[src/rtl/fetch_sequencer.sv]
// fetch_sequencer: IF-stage PC owner with run/halt/single-step FSM, stall and redirect handling.
// Define FETCH_DEBOUNCE_EN to debounce StepBtn over DEBOUNCE_CYCLES cycles.
module fetch_sequencer #(
  parameter logic [31:0] RESET_PC = 32'h0000_0000,
  parameter logic [19:0] DEBOUNCE_CYCLES = 20'd500000
) (
  input  logic        Clk,
  input  logic        Reset,
  input  logic        Tick,
  input  logic        RunMode,
  input  logic        StepBtn,
  input  logic        Stall,
  input  logic        RedirectValid,
  input  logic [31:0] RedirectTarget,
  output logic [31:0] PCResult,
  output logic        FetchEn,
  output logic        Halted,
  output logic [1:0]  State
);
  typedef enum logic [1:0] {INIT = 2'b00, RUN = 2'b01, HALT = 2'b10, STEP = 2'b11} state_t;
  state_t st, nxt;
  logic [31:0] pend, tgt, nxt_pc;
  logic pend_v, s1, s2, lvl, lvl_q, step_p, adv;
  assign tgt = RedirectTarget & ~32'd3;
  assign State = st;
  always_comb begin
    adv = (st == RUN || st == STEP) && Tick && !Stall;
    nxt_pc = RedirectValid ? tgt : pend_v ? pend : PCResult + 32'd4;
    nxt = (st == INIT || st == RUN) ? (RunMode ? RUN : HALT) :
          st == HALT ? (RunMode ? RUN : step_p ? STEP : HALT) :
          adv ? (RunMode ? RUN : HALT) : STEP;
  end
`ifdef FETCH_DEBOUNCE_EN
  logic [19:0] cnt;
  logic db;
  always_ff @(posedge Clk) begin
    if (Reset) begin
      cnt <= '0;
      db <= 1'b0;
    end else if (s2 == db) begin
      cnt <= '0;
    end else if (cnt == DEBOUNCE_CYCLES - 20'd1) begin
      db <= s2;
      cnt <= '0;
    end else begin
      cnt <= cnt + 20'd1;
    end
  end
  assign lvl = db;
`else
  assign lvl = s2;
`endif
  always_ff @(posedge Clk) begin
    if (Reset) begin
      st <= INIT;
      PCResult <= RESET_PC;
      FetchEn <= 1'b0;
      Halted <= 1'b0;
      pend <= '0;
      pend_v <= 1'b0;
      s1 <= 1'b0;
      s2 <= 1'b0;
      lvl_q <= 1'b0;
      step_p <= 1'b0;
    end else begin
      s1 <= StepBtn;
      s2 <= s1;
      lvl_q <= lvl;
      step_p <= lvl && !lvl_q;
      st <= nxt;
      Halted <= nxt == HALT;
      FetchEn <= adv;
      if (adv) begin
        PCResult <= nxt_pc;
        pend_v <= 1'b0;
      end else if (RedirectValid) begin
        pend <= tgt;
        pend_v <= 1'b1;
      end
    end
  end
endmodule

[config.mk]
export PLATFORM = sky130hd
export DESIGN_NAME = fetch_sequencer
export DESIGN_NICKNAME = d
export VERILOG_FILES = /design/src/rtl/fetch_sequencer.sv
export SDC_FILE = /design/constraint.sdc
export NUM_CORES = 1
export LEC_CHECK = 0
export ABC_AREA = 1
export CORE_MARGIN = 1
export CORE_UTILIZATION = 30
export CTS_CLUSTER_DIAMETER = 30
export DETAILED_ROUTE_END_ITERATION = 6
export SYNTH_ARGS = -nofsm -noshare
export SYNTH_HDL_FRONTEND = slang
export SYNTH_SLANG_ARGS = --single-unit
[constraint.sdc]
create_clock -name Clk -period 1.45 [get_ports Clk]
set_input_delay 0.3625 -clock Clk [delete_from_list [all_inputs] [get_ports Clk]]
set_output_delay 0.3625 -clock Clk [all_outputs]
set_load 0.1 [all_outputs]
==> impl_metrics.tcl <==
set metrics [dict create \
    dieArea_um2 12810 \
    synth_commonest_cells "nand2_1, nor2_1, dfxtp_1, inv_1, a21oi_1" \
    wl_per_cell_um 14.01 \
    htreeDepth 3 \
    startpoint_type "flop" \
    nFillCells 1160 \
    yosysMostFrequentCell "nand2_1" \
    instances_no_fill 841 \
    nets 729 \
    antenna_found_initial 0 \
    synth-seq-cells 69 \
    hold_class "flop to flop" \
    critical_path.endpoint_type "flop" \
    fin_area_um2 5951 \
    r2r_end "PCResult[24]" \
    syn2layout_area_growth_pct 60.46 \
    synth_flop_cell "dfxtp_1" \
    synthCells 574 \
    drt_iter0_drc 244 \
    path_max_fanout 5 \
    clock_sinks 69 \
    overflow 0 \
    worstSkewPairLatency_ps 330 \
    timing.final.ws_setup_ps -47.75 \
    grt_pass1_wl_mm 18.85 \
    path_cells "ha_4, nand2_4, nor2_4, nand2_2, nor2_4, nand2_1, nand2_1, nand3_2, nand2_1, nand2_1, nand2_1, nand2_1" \
    start_util_pct 30.88 \
    port_buffers 70 \
    async_reset_ff_share_pct 0 \
    dr.pass1.iters 7 \
    synth_cell_types 35 \
    clk_path_buf_depth 2 \
    report.final.slew_viol_count 0 \
    synth_top_area_share_pct 37.25 \
    cp-startpoint "PCResult[3]" \
    hold_viol 0 \
    p_leak_uw 0.002517 \
    slowest_stage "dfxtp_4" \
    placedCellCount 813 \
    violations "DRC, setup timing" \
    arrival_ps 1720 \
    synth_edf_count 0 \
    hp-start "lvl_q" \
    synthTopCellsByArea "dfxtp_1, nand2_1, nor2_1" \
    setup_viol 5 \
    dp_hpwl_mm 8.568 \
    skew_ps 6.773 \
    crit_top_cell "nand2_1" \
    drtAntennaViolNets 0 \
    coreArea_um2 12010 \
    postRouteWirelength_mm 11.79 \
    fin_crit_sh_pct 103.3 \
    final.setup.tns_ps -107.8 \
    std_cell_rows 40 \
    diodes 0 \
    r2r_setup_slack_ps -50 \
    post-place-ws_ps -348.9 \
    maxCapViolCount 0 \
    track_usage_pct 18.68 \
    place_congestion 0.8573 \
    rsz0062_at_grt "yes" \
    fin_util_pct 49.54 \
    worstPathRequired_ps 1680 \
    drive_above_1_share_pct 27.67 \
    ir_drop_uv 687.3 \
    io_pins 75 \
    ff2ff_path_depth 12 \
    grt_max_degree 33 \
    cts-buffers-inserted 9 \
    die_y_um 113.2 \
    ys_warn_count 0 \
    critical_path_class "flop to flop" \
    pwr_density_cell_nw_per_um2 867.7 \
    fmax_mhz 667.7 \
    cts_tree "done" \
    timing.critical_path.slowest_cell_delay_ps 360 \
    via_per_inst 4.817 \
    ys_seq_area_share_pct 37.25 \
    clk_pin_slew_ps 60 \
    min_period_ps 1498 \
    grt_pass1_vias 3911 \
    cts-root-buf "clkbuf_16" \
    syn_area_um2 3709 \
    die_x_um 113.2 \
    placed_cell_area_um2 5353 \
    regToRegStartpoint "PCResult[3]" \
    crit_path_end "PCResult[24]" \
    synth_top_area_cell "dfxtp_1" \
    avgSynthCellArea_um2 6.461 \
    status "finished, violations left" \
    vias 4051 \
    route.detailed.drc 1 \
]
==> per-layer routing <==
metal	share of wire [%]	GRT usage, %	routed length, um	vias to the layer above
met5	0	0	0	-
met4	1.9	5.351	220	0
met3	4.9	3.964	579	18
met2	49	32.31	5786	115
met1	44	23.34	5200	1838
li1	-	-	-	2080
==> logic make-up after synthesis <==
family	count (synthesis)	share of synthesized area [%]
and+or+nand+nor	310	35.43
AOI/OAI and AO/OA	110	16.94
buffers and inverters	76	8.300
DFF	69	37.25
xor gates and xnor gates	7	1.653
adders and majority gates	1	0.3373
other	1	0.1011
==> stage by stage <==
step	hold slack [ps]	total power (uW)
CTS	392.6	5152
floorplan	374.4	2544
global route	405.1	5358
finish	389.1	5163
global placement	378.8	2910
detailed placement	384.1	2925
==> state kept, by name, summed over array words and instances (netlist names) <==
name,flops
FetchEn,1
Halted,1
PCResult,30
State,2
lvl,1
lvl_q,1
pend,30
pend_v,1
s1,1
step_p,1
==> cell type report <==
type	count	area [um2]	share of cell area [%]
clock buffers	11	242.7	4.079
flip-flops and latches	69	1489	25.02
multi-input cells	430	2181	36.65
clock inverters	5	60.06	1.009
repair buffers	131	1612	27.08
inverters	48	182.7	3.070
well taps	147	183.9	3.091
==> critical path, delay by kind of cell, from the launching register on <==
family | cells | cell delay, ps
DFF | 1 | 360
adders and majority gates | 1 | 140
and+or+nand+nor | 11 | 900
==> power breakdown <==
| group | leakage (uW) | switching (uW) | internal [uW] |
|---|---|---|---|
| Sequential | 0.000589 | 63.2 | 1950 |
| Combinational | 0.00178 | 549 | 383 |
| Clock | 0.000146 | 837 | 1380 |
==> cell usage in the layout, fill, tap and decap left out, types with 4 or more instances in the layout <==
cell type / instances
nand2_1: 164
nor2_1: 82
buf_4: 50
a21oi_1: 42
dfxtp_1: 39
inv_1: 38
buf_12: 38
clkdlybuf4s50_1: 34
dfxtp_4: 28
o21ai_0: 25
nand3_1: 24
a211oi_1: 17
nor2_4: 14
o21ai_1: 11
clkbuf_16: 11
inv_2: 7
nand2_2: 5
nor2_2: 5
nand2_4: 5
nand3_2: 5
xor2_1: 4
buf_6: 4
==> timing repair <==
action / CTS / global route
cloned: 0 / 2
buffers inserted: 2 / 8
pin swaps: 4 / 10
resized for setup: 7 / 40
hold buffers: 0 / 0
endpoints found under the hold margin: 0 / 0
setup endpoints to repair: 9 / 52
==> worst min path at each step <==
stage / slack (ps) / depth (start not counted) / endpoint
after floorplan: 370 / 1 / step_p
after global placement: 380 / 1 / step_p
after detailed placement: 380 / 1 / step_p
after CTS: 390 / 1 / step_p
after global routing: 410 / 1 / step_p
final: 390 / 1 / step_p
Power figures use the tool's default switching activity.
